File: src/rtl/dsp_result_packer.sv
// dsp_result_packer
//
// Purpose: takes the 48-bit DSP post-adder result, rounds it half-up, shifts it
// arithmetically right by SHIFT, then saturates or wraps it to an OUT_W-bit word.
// The result passes through one register stage (S1) and is buffered in a small
// first-word-fall-through FIFO. A valid/ready handshake feeds the next consumer.
//
// Ports:
//   CLK         single clock, rising edge
//   RSTN        asynchronous active-low reset
//   P           signed DSP result (IN_W bits)
//   CARRYOUT    DSP carry, travels with the word
//   P_VALID     P/CARRYOUT valid this cycle
//   P_READY     packer accepts this cycle (registered state only)
//   SAT_EN      1 = saturate, 0 = wrap; sampled with each accepted word
//   DOUT        FIFO head word (0 while empty)
//   DOUT_CARRY  carry bit of head word (0 while empty)
//   DOUT_SAT    head word was out of range (0 while empty)
//   DOUT_VALID  FIFO non-empty
//   DOUT_READY  consumer pops the head when high with DOUT_VALID
//   COUNT       words held in the FIFO (S1 not included)
//   OVF_STICKY  set when an out-of-range word enters the FIFO
//   CLR_OVF     synchronous clear of OVF_STICKY (a same-edge set wins)
module dsp_result_packer #(
  parameter int IN_W  = 48,
  parameter int OUT_W = 18,
  parameter int SHIFT = 17,
  parameter int DEPTH = 4,
  parameter int AW    = 2
) (
  input  logic             CLK,
  input  logic             RSTN,
  input  logic [IN_W-1:0]  P,
  input  logic             CARRYOUT,
  input  logic             P_VALID,
  output logic             P_READY,
  input  logic             SAT_EN,
  output logic [OUT_W-1:0] DOUT,
  output logic             DOUT_CARRY,
  output logic             DOUT_SAT,
  output logic             DOUT_VALID,
  input  logic             DOUT_READY,
  output logic [AW:0]      COUNT,
  output logic             OVF_STICKY,
  input  logic             CLR_OVF
);

  // One extra bit so that adding the rounding constant cannot overflow.
  localparam int EW = IN_W + 1;
  localparam int EN = OUT_W + 2;  // stored entry: {carry, flag, word}

  localparam logic signed [EW-1:0] Q_MAX = (EW'(1) << (OUT_W - 1)) - EW'(1);
  localparam logic signed [EW-1:0] Q_MIN = -(EW'(1) << (OUT_W - 1));
  localparam logic [OUT_W-1:0] SAT_POS = {1'b0, {(OUT_W-1){1'b1}}};
  localparam logic [OUT_W-1:0] SAT_NEG = {1'b1, {(OUT_W-1){1'b0}}};

  // ---------------------------------------------------------------- datapath
  logic signed [EW-1:0] p_ext;
  logic signed [EW-1:0] p_rnd;
  logic signed [EW-1:0] q;
  logic                 q_over;
  logic                 q_under;
  logic [OUT_W-1:0]     word_next;

  assign p_ext = $signed({P[IN_W-1], P});

  generate
    if (SHIFT > 0) begin : g_round
      localparam logic [EW-1:0] RND = EW'(1) << (SHIFT - 1);
      assign p_rnd = $signed(p_ext + RND);
    end else begin : g_no_round
      assign p_rnd = p_ext;
    end
  endgenerate

  assign q       = p_rnd >>> SHIFT;
  assign q_over  = q > Q_MAX;
  assign q_under = q < Q_MIN;

  always_comb begin
    word_next = q[OUT_W-1:0];
    if (SAT_EN && q_over) begin
      word_next = SAT_POS;
    end else if (SAT_EN && q_under) begin
      word_next = SAT_NEG;
    end
  end

  // ---------------------------------------------------------------- control
  logic             s1_valid_reg;
  logic [OUT_W-1:0] s1_word_reg;
  logic             s1_carry_reg;
  logic             s1_flag_reg;
  logic [AW-1:0]    wr_ptr_reg, wr_ptr_next;
  logic [AW-1:0]    rd_ptr_reg, rd_ptr_next;
  logic [AW:0]      count_reg, count_next;
  logic             ovf_reg, ovf_next;
  logic [EN-1:0]    mem [DEPTH];
  logic [EN-1:0]    head;
  logic             accept;
  logic             wr_en;
  logic             pop;
  logic             empty;

  // Space is reserved for the word in S1. A pop on the same edge does not
  // count, so S1 always has a free FIFO slot when it is written.
  assign P_READY = ({1'b0, count_reg} + (AW+2)'(s1_valid_reg)) < (AW+2)'(DEPTH);
  assign accept  = P_VALID & P_READY;
  assign wr_en   = s1_valid_reg;
  assign empty   = (count_reg == '0);
  assign pop     = ~empty & DOUT_READY;

  always_comb begin
    wr_ptr_next = wr_ptr_reg;
    rd_ptr_next = rd_ptr_reg;
    count_next  = count_reg;
    ovf_next    = ovf_reg;
    if (wr_en) wr_ptr_next = wr_ptr_reg + AW'(1);
    if (pop)   rd_ptr_next = rd_ptr_reg + AW'(1);
    case ({wr_en, pop})
      2'b10:   count_next = count_reg + (AW+1)'(1);
      2'b01:   count_next = count_reg - (AW+1)'(1);
      default: count_next = count_reg;
    endcase
    if (wr_en && s1_flag_reg) begin
      ovf_next = 1'b1;
    end else if (CLR_OVF) begin
      ovf_next = 1'b0;
    end
  end

  always_ff @(posedge CLK or negedge RSTN) begin
    if (!RSTN) begin
      s1_valid_reg <= 1'b0;
      wr_ptr_reg   <= '0;
      rd_ptr_reg   <= '0;
      count_reg    <= '0;
      ovf_reg      <= 1'b0;
    end else begin
      s1_valid_reg <= accept;
      wr_ptr_reg   <= wr_ptr_next;
      rd_ptr_reg   <= rd_ptr_next;
      count_reg    <= count_next;
      ovf_reg      <= ovf_next;
    end
  end

  // S1 payload is only meaningful while s1_valid_reg is set, so it has no reset.
  always_ff @(posedge CLK) begin
    if (accept) begin
      s1_word_reg  <= word_next;
      s1_carry_reg <= CARRYOUT;
      s1_flag_reg  <= q_over | q_under;
    end
  end

  // FIFO storage is not reset; empty masking hides stale contents.
  always_ff @(posedge CLK) begin
    if (wr_en) begin
      mem[wr_ptr_reg] <= {s1_carry_reg, s1_flag_reg, s1_word_reg};
    end
  end

  assign head       = mem[rd_ptr_reg];
  assign DOUT_VALID = ~empty;
  assign DOUT       = empty ? '0   : head[OUT_W-1:0];
  assign DOUT_SAT   = empty ? 1'b0 : head[OUT_W];
  assign DOUT_CARRY = empty ? 1'b0 : head[OUT_W+1];
  assign COUNT      = count_reg;
  assign OVF_STICKY = ovf_reg;

endmodule

File: config.mk
export PLATFORM = sky130hd
export DESIGN_NAME = dsp_result_packer
export DESIGN_NICKNAME = d
export VERILOG_FILES = /design/src/rtl/dsp_result_packer.sv
export SDC_FILE = /design/constraint.sdc
export NUM_CORES = 1
export LEC_CHECK = 0
export BUFFER_PORTS_ARGS = -buffer_cell sky130_fd_sc_hd__clkbuf_2
export CAP_MARGIN = 20
export CORE_AREA = 4 4 153 155
export CTS_BUF_LIST = sky130_fd_sc_hd__clkbuf_4
export DETAILED_ROUTE_END_ITERATION = 12
export DIE_AREA = 0 0 157 159
export PLACE_DENSITY = 0.39
export SLEW_MARGIN = 20
export SYNTH_ARGS = -nofsm -noshare
export SYNTH_HDL_FRONTEND = slang
export SYNTH_SLANG_ARGS = --single-unit
File: constraint.sdc
create_clock -name CLK -period 4.2 [get_ports CLK]
set_input_delay 0 -clock CLK [delete_from_list [all_inputs] [get_ports CLK]]
set_output_delay 0 -clock CLK [all_outputs]
set_load 0.02 [all_outputs]
**Word level (Yosys, flattened, before mapping)**

Memories as Yosys holds them, arrays and structs flattened.
Index checks and enable logic that the tools add are counted.

- Register bits after elaboration: 29
- Bits in latches: 0
- Memory bits (read-only): 0
- Memories: 1
- Logic and storage cells: 39
- Output and inout port bits: 26
- Memory bits (writable): 80
- Input port bits: 55

- Muxes and demuxes: 9
- $mul: 0
- Div/mod/pow operators: 0
- $lt $le $gt $ge: 3
- Eq/ne operators: 2
- Reduce and logical (&&, ||, !) cells: 6
- $add $sub $neg: 6
- Shift-type cells: 0
- Bitwise logic cells: 4

Memory list:

| memory | words | width | rd ports | clocked after memory_dff | write ports | line | source |
|---|---|---|---|---|---|---|---|
| mem | 4 | 20 | 1 | 0 | 1 | 98 | `logic [EN-1:0] mem [DEPTH];` |

Operator list:

| cell | number |
|---|---|
| adder 48 x 18 -> 49 bit, second input constant | 1 |
| two-way mux 18 bit | 2 |
| greater-than comparator 32 x 18 -> 1 bit, second input constant | 1 |
| < comparator 32 x 18 -> 1 bit, second input constant | 1 |
| two-way mux 1 bit | 6 |
| one-hot mux 3 bit (2 select lines) | 1 |
| adder 2 x 1 -> 2 bit, second input constant | 2 |
| adder 3 x 1 -> 4 bit | 1 |
| < comparator 4 x 3 -> 1 bit, second input constant | 1 |
| nonzero test 2 bit | 2 |
| adder 3 x 1 -> 3 bit, second input constant | 1 |
| logical AND 1 bit | 3 |
| zero test 3 bit | 1 |
| subtractor 3 x 1 -> 3 bit, second input constant | 1 |
| AND 1 bit | 2 |
| equality test 2 x 1 -> 1 bit, second input constant | 1 |
| equality test 2 bit, second input constant | 1 |
| NOT 1 bit | 1 |
| bitwise OR 1 bit | 1 |

**Longest topological paths before layout**

- Word-level depth: 5
- Mapped depth: 9
- Gate-level depth less buffers: 8

**Worst setup path after synthesis**

OpenSTA, ideal clock, no wires.

- Kind: input-to-reg
- From: input P[26]
- To: register s1_word_reg[0], data pin
- Setup slack: 1.879 ns
- Required time: 3.928 ns
- Buffers on the path: 2
- Data arrival time: 2.049 ns
- Setup time: 0.272 ns
- Cell stages on the path: 9
- Cell sequence: nand3_2 -> or3_1 -> buf_6 -> or4_4 -> nor4_2 -> nor3_2 -> o31ai_4 -> buf_6 -> o211ai_2

- Cells in the longest elaborated chain, start to end: 4
- Elaborated cells between the ends (all ways): 6
- Those cells by class: add/sub: 1; order compare: 2; mux: 1; reduce/logical: 2

RTL lines:

| element | line | source |
|---|---|---|
| start: declaration | 33 | `input logic [IN_W-1:0] P,` |
| adder 48 x 18 -> 49 bit * | 70 | `assign p_rnd = $signed(p_ext + RND);` |
| < comparator 32 x 18 -> 1 bit | 78 | `assign q_under = q < Q_MIN;` |
| logical AND 1 bit | 84 | `end else if (SAT_EN && q_under) begin` |
| two-way mux 18 bit | 84 |  |
| end signal: assignment | 151 | `s1_word_reg <= word_next;` |
| end: declaration | 91 | `logic [OUT_W-1:0] s1_word_reg;` |

Mark *: on every way between the ends. The rest lies on a longest branch, timed or not.
A chain may end at the register's enable or synchronous reset.

**Worst setup path in the final report**

- From: register rd_ptr_reg[0]
- To: output DOUT[2]

- Cells in the longest elaborated chain, start to end: 2

RTL lines:

| element | line | source |
|---|---|---|
| start: declaration | 95 | `logic [AW-1:0] rd_ptr_reg, rd_ptr_next;` |
| start signal: assignment | 142 | `rd_ptr_reg <= rd_ptr_next;` |
| memory (4 x 20 bit) | -- |  |
| two-way mux 18 bit | 166 | `assign DOUT = empty ? '0 : head[OUT_W-1:0];` |
| end: declaration | 38 | `output logic [OUT_W-1:0] DOUT,` |

Every way passes these cells.

==> report_table.html <==
<table>
<tr><th>Metric</th><th>Value</th></tr>
<tr><th colspan="2">Clock network</th></tr>
<tr><td>Clock tree from TritonCTS</td><td>done</td></tr>
<tr><td>Post-CTS Setup Bufs</td><td>0</td></tr>
<tr><td>Clock tree buffer depth</td><td>2</td></tr>
<tr><td>CTS H-tree lvls</td><td>3</td></tr>
<tr><td>Latest clock arrival within the worst-skew pair</td><td>440 ps</td></tr>
<tr><td>Clock tree root buffer cell</td><td>sky130_fd_sc_hd__clkbuf_4</td></tr>
<tr><td>Number of buffers inserted by hold repair at cts</td><td>6</td></tr>
<tr><td>Total clock sinks</td><td>109</td></tr>
<tr><td>Number of clock buffers inserted by TritonCTS</td><td>9</td></tr>
<tr><td>Clock input transition at the sequential cells of the worst setup and hold paths</td><td>160 ps</td></tr>
<tr><td>Number of instances resized during post-cts repair</td><td>0</td></tr>
<tr><th colspan="2">Power</th></tr>
<tr><td>Power consumption</td><td>3.29 mW</td></tr>
<tr><td>Leakage</td><td>2.14 nW</td></tr>
<tr><td>Worst-case vdd ir drop</td><td>0.000206 V</td></tr>
<tr><td>Power density relative to cell area</td><td>522 mW/mm²</td></tr>
<tr><th colspan="2">GRT</th></tr>
<tr><td>GR Overflow Total</td><td>0</td></tr>
<tr><td>Number of global-route vias before repair</td><td>3,618</td></tr>
<tr><td>Global-route wire length before repair</td><td>20,700 µm</td></tr>
<tr><td>Pin count of the biggest net entering global routing</td><td>23</td></tr>
<tr><td>Initial antenna violation count</td><td>1</td></tr>
<tr><td>Total GRT Usage</td><td>0.107</td></tr>
<tr><th colspan="2">Flow run</th></tr>
<tr><td>Max-cap check violation count</td><td>0</td></tr>
<tr><th colspan="2">Detailed routing</th></tr>
<tr><td>Wire length per cell after detailed routing</td><td>17.3 µm</td></tr>
<tr><td>Residual DRC</td><td>0</td></tr>
<tr><td>Via total after detailed routing</td><td>3,503</td></tr>
<tr><td>Detailed-route wire length</td><td>13,100 µm</td></tr>
<tr><td>Initial drt markers</td><td>160</td></tr>
<tr><td>First-pass iteration count of the detailed router</td><td>4</td></tr>
<tr><td>Antenna Nets Post-Route</td><td>0</td></tr>
<tr><td>Detailed-route vias per instance</td><td>4.63</td></tr>
<tr><th colspan="2">Critical path</th></tr>
<tr><td>Launching element of the worst setup path</td><td>rd_ptr_reg[0]$_DFFE_PN0P_</td></tr>
<tr><td>Largest stage delay on the critical path</td><td>870 ps</td></tr>
<tr><td>R2r setup slk</td><td>1720 ps</td></tr>
<tr><td>Critical path buffers and inverters</td><td>2</td></tr>
<tr><td>Top delay family on crit path</td><td>flip-flops</td></tr>
<tr><td>Worst-path cell with the longest stage delay</td><td>sky130_fd_sc_hd__dfrtp_1</td></tr>
<tr><td>Worst setup EP type</td><td>output port</td></tr>
<tr><td>Req. time, crit path</td><td>4200 ps</td></tr>
<tr><td>CP arrival</td><td>2600 ps</td></tr>
<tr><td>Series of cell instances along the critical path</td><td>buf_4 -&gt; mux4_2 -&gt; and2_1 -&gt; clkbuf_2</td></tr>
<tr><td>Category of the most critical setup path</td><td>flip-flop to output port</td></tr>
<tr><td>Critical Path Source Type</td><td>flip-flop</td></tr>
<tr><td>Largest driver fanout on the critical path</td><td>12</td></tr>
<tr><td>RR Startpoint</td><td>COUNT[0]$_DFFE_PN0P_</td></tr>
<tr><th colspan="2">Logic synthesis</th></tr>
<tr><td>Synth Area in XOR/XNOR</td><td>0.0402</td></tr>
<tr><td>Number of register bits inferred by synthesis</td><td>109</td></tr>
<tr><td>Simple-gate share of the synthesized area</td><td>0.152</td></tr>
<tr><td>Share of async-settable or async-resettable flops after synthesis</td><td>0.0826</td></tr>
<tr><td>Portion of the post-synthesis area used by sequential elements</td><td>0.592</td></tr>
<tr><td>Number of different library cells in the post-synthesis netlist</td><td>60</td></tr>
<tr><td>Net count after synthesis</td><td>462</td></tr>
<tr><td>Multiplexer area fraction after synthesis</td><td>0.0865</td></tr>
<tr><td>EDFF count, synth</td><td>100</td></tr>
<tr><td>Gate Count Post-Synth</td><td>400</td></tr>
<tr><td>Adder and majority cell fraction of the synthesized area</td><td>0.0174</td></tr>
<tr><td>Area fraction of the dominant cell type after synthesis</td><td>0.551</td></tr>
<tr><td>Top_reg_cell synth</td><td>sky130_fd_sc_hd__edfxtp_1</td></tr>
<tr><td>Synth Area per Inst</td><td>13.6 µm²</td></tr>
<tr><td>Share of the synthesized area in compound gates (AO/OA/AOI/OAI)</td><td>0.0872</td></tr>
<tr><td>Cell accounting for the most synthesized area</td><td>sky130_fd_sc_hd__edfxtp_1</td></tr>
<tr><td>Synthesized cell area</td><td>0.00545 mm²</td></tr>
<tr><td>Largest family of logic cells by synthesized area</td><td>simple AND/OR/NAND/NOR gates</td></tr>
<tr><td>Yosys warning count</td><td>0</td></tr>
<tr><td>Leading post-synthesis cells by cell area</td><td>sky130_fd_sc_hd__edfxtp_1 55%, sky130_fd_sc_hd__mux4_2 8.3%, sky130_fd_sc_hd__dfrtp_1 4.1%</td></tr>
<tr><th colspan="2">Timing</th></tr>
<tr><td>Setup repair after global routing missed its margin</td><td>false</td></tr>
<tr><td>Setup TNS</td><td>0 ps</td></tr>
<tr><td>Final Skew</td><td>9.24 ps</td></tr>
<tr><td>Crit share post-route</td><td>0.620</td></tr>
<tr><td>Count of endpoints failing setup in the final report</td><td>0</td></tr>
<tr><td>Worst slew margin</td><td>0.331</td></tr>
<tr><td>Worst Setup Slack, final</td><td>1600 ps</td></tr>
<tr><td>Count of pins over their slew limit</td><td>0</td></tr>
<tr><td>Achievable frequency</td><td>384 MHz</td></tr>
<tr><td>Worst slew pin tran</td><td>1000 ps</td></tr>
<tr><td>Final critical delay including setup and external delays</td><td>2600 ps</td></tr>
<tr><td>Hold Fails Final Rpt</td><td>0</td></tr>
<tr><th colspan="2">Place</th></tr>
<tr><td>Port Buf Inserts</td><td>64</td></tr>
<tr><td>Post-Place Worst Slack</td><td>1130 ps</td></tr>
<tr><td>Dpl hpwl</td><td>9480 µm</td></tr>
<tr><td>Final estimated routing congestion in global placement</td><td>0.831</td></tr>
<tr><th colspan="2">Floorplanning</th></tr>
<tr><td>Overall die width</td><td>157 µm</td></tr>
<tr><td>Starting density of the core</td><td>0.250</td></tr>
<tr><td>Die Y</td><td>159 µm</td></tr>
<tr><td>Number of top-level design ports</td><td>81</td></tr>
<tr><td>Total die area</td><td>0.0250 mm²</td></tr>
<tr><td>Cell row count</td><td>54</td></tr>
<tr><td>Core ar.</td><td>0.0218 mm²</td></tr>
<tr><th colspan="2">Final layout</th></tr>
<tr><td># fillers</td><td>2,267</td></tr>
<tr><td>Sequential cell area in the final layout</td><td>0.00323 mm²</td></tr>
<tr><td>Area of combinational cells with multiple inputs</td><td>0.00209 mm²</td></tr>
<tr><td>P&amp;R area growth vs syn</td><td>15.7%</td></tr>
<tr><td>Fraction of final layout cells sized beyond drive strength 1</td><td>0.282</td></tr>
<tr><td>Final net count</td><td>533</td></tr>
<tr><td>Number of flip-flops in the largest register</td><td>80</td></tr>
<tr><th colspan="2">Worst hold path</th></tr>
<tr><td>Launch instance of the worst min-delay path</td><td>P[28]</td></tr>
<tr><td>HP Class</td><td>primary input to flip-flop</td></tr>
<tr><th colspan="2">Status</th></tr>
<tr><td>Status</td><td>finished, final reports clean</td></tr>
</table>
[layout make-up]
class | instances | area share
sequential | 109 | 0.512
timing repair buffer | 79 | 0.0710
clock inverter | 6 | 0.0111
clock buffer | 10 | 0.0119
multi-input combinational | 261 | 0.331
inverter | 11 | 0.00655
tap | 280 | 0.0555
antenna | 1 | 0.000397
[worst reg2reg max path, cell delays in order, from the launching register on]
cell                      delay, ps
sky130_fd_sc_hd__dfrtp_1        450
sky130_fd_sc_hd__or3_1          620
sky130_fd_sc_hd__and2_1         300
sky130_fd_sc_hd__ha_1           210
sky130_fd_sc_hd__inv_1           60
sky130_fd_sc_hd__fa_1           370
sky130_fd_sc_hd__xor2_1         170
sky130_fd_sc_hd__nor2_1         110
sky130_fd_sc_hd__xor2_1         150
[cell families (layout without fill, tap and decap cells)]
group | after synthesis | after routing
AOI/OAI and AO/OA | 64 | 64
other | 0 | 1
muxes | 22 | 22
DFF | 109 | 109
buffers and inverters | 30 | 106
adders and majority gates | 7 | 7
xor gates and xnor gates | 25 | 25
and+or+nand+nor | 143 | 143
[layout by cell type, fill, tap and decap left out, types with 10 or more instances in the layout]
cell,synthesis,routed
sky130_fd_sc_hd__nor2_1,16,16
sky130_fd_sc_hd__nand3_1,13,13
sky130_fd_sc_hd__o21ai_0,21,21
sky130_fd_sc_hd__edfxtp_1,100,100
sky130_fd_sc_hd__mux4_2,20,20
sky130_fd_sc_hd__clkbuf_4,0,10
sky130_fd_sc_hd__and2_1,26,26
sky130_fd_sc_hd__xnor2_1,16,16
sky130_fd_sc_hd__nand2_1,32,32
sky130_fd_sc_hd__inv_1,11,11
sky130_fd_sc_hd__clkbuf_2,0,64
[layer usage]
metal | global-route usage | routed length [µm] | part of all wire
met4 | 0.0284 | 133 | 0.010
met5 | 0 | 0 | 0
met3 | 0.0182 | 514 | 0.039
met2 | 0.170 | 6110 | 0.47
met1 | 0.150 | 6330 | 0.48
[power by group]
group	total, mW	switching [mW]	leakage (nW)	internal [mW]
Clock	0.536	0.341	0.0770	0.196
Sequential	1.61	0.181	1.02	1.43
Combinational	1.14	0.648	1.05	0.494
Total	3.29	1.17	2.14	2.12
[stage by stage]
step / hold WS [ps] / util / cell area, µm² / cells
2_1_floorplan: -296 / - / 5450 / 400
3_3_place_gp: -129 / 0.279 / 6100 / 734
3_5_place_dp: -122 / 0.279 / 6100 / 734
4_1_cts: 32.7 / 0.289 / 6300 / 756
5_1_grt: 48.8 / 0.289 / 6310 / 757
6_report: 59.3 / 0.289 / 6310 / 757
[path summary, 6_finish.rpt]
| kind | endpoint | cells after the start |
|---|---|---|
| min reg2reg | mem[1][17]$_DFFE_PP_ | 0 |
| max in group asynchronous | rd_ptr_reg[1]$_DFFE_PN0P_ | 3 |
| min in group asynchronous | COUNT[0]$_DFFE_PN0P_ | 3 |
| min | s1_word_reg[11]$_SDFFCE_PP1P_ | 3 |
| max | DOUT[2] | 4 |
| max reg2reg | COUNT[2]$_DFFE_PN0P_ | 8 |
[cells in the mapped netlist, types with 2 or more instances]
cell / instances
sky130_fd_sc_hd__clkbuf_1: 13
sky130_fd_sc_hd__or3_1: 2
sky130_fd_sc_hd__dfrtp_1: 9
sky130_fd_sc_hd__or2_2: 2
sky130_fd_sc_hd__nand2_1: 32
sky130_fd_sc_hd__xor2_1: 9
sky130_fd_sc_hd__and2_2: 2
sky130_fd_sc_hd__nand4b_1: 2
sky130_fd_sc_hd__o211ai_1: 9
sky130_fd_sc_hd__a21boi_0: 2
sky130_fd_sc_hd__buf_6: 2
sky130_fd_sc_hd__and4_1: 3
sky130_fd_sc_hd__o2111ai_1: 3
sky130_fd_sc_hd__a21oi_1: 3
sky130_fd_sc_hd__and2_1: 26
sky130_fd_sc_hd__o31ai_1: 7
sky130_fd_sc_hd__and3b_2: 2
sky130_fd_sc_hd__o211ai_2: 5
sky130_fd_sc_hd__nor2_1: 16
sky130_fd_sc_hd__xnor2_1: 16
sky130_fd_sc_hd__ha_1: 6
sky130_fd_sc_hd__and3_1: 4
sky130_fd_sc_hd__nand3_1: 13
sky130_fd_sc_hd__nor3_1: 5
sky130_fd_sc_hd__nor3b_1: 3
sky130_fd_sc_hd__nand4_1: 9
sky130_fd_sc_hd__o211a_1: 2
sky130_fd_sc_hd__nand3b_1: 2
sky130_fd_sc_hd__inv_1: 11
sky130_fd_sc_hd__nor4b_1: 2
sky130_fd_sc_hd__buf_1: 3
sky130_fd_sc_hd__nor3_2: 2
sky130_fd_sc_hd__edfxtp_1: 100
sky130_fd_sc_hd__and3_2: 3
sky130_fd_sc_hd__nor4_1: 4
sky130_fd_sc_hd__o221ai_1: 2
sky130_fd_sc_hd__mux4_2: 20
sky130_fd_sc_hd__o21ai_0: 21
sky130_fd_sc_hd__a31oi_1: 2
Power figures use the tool's default switching activity.
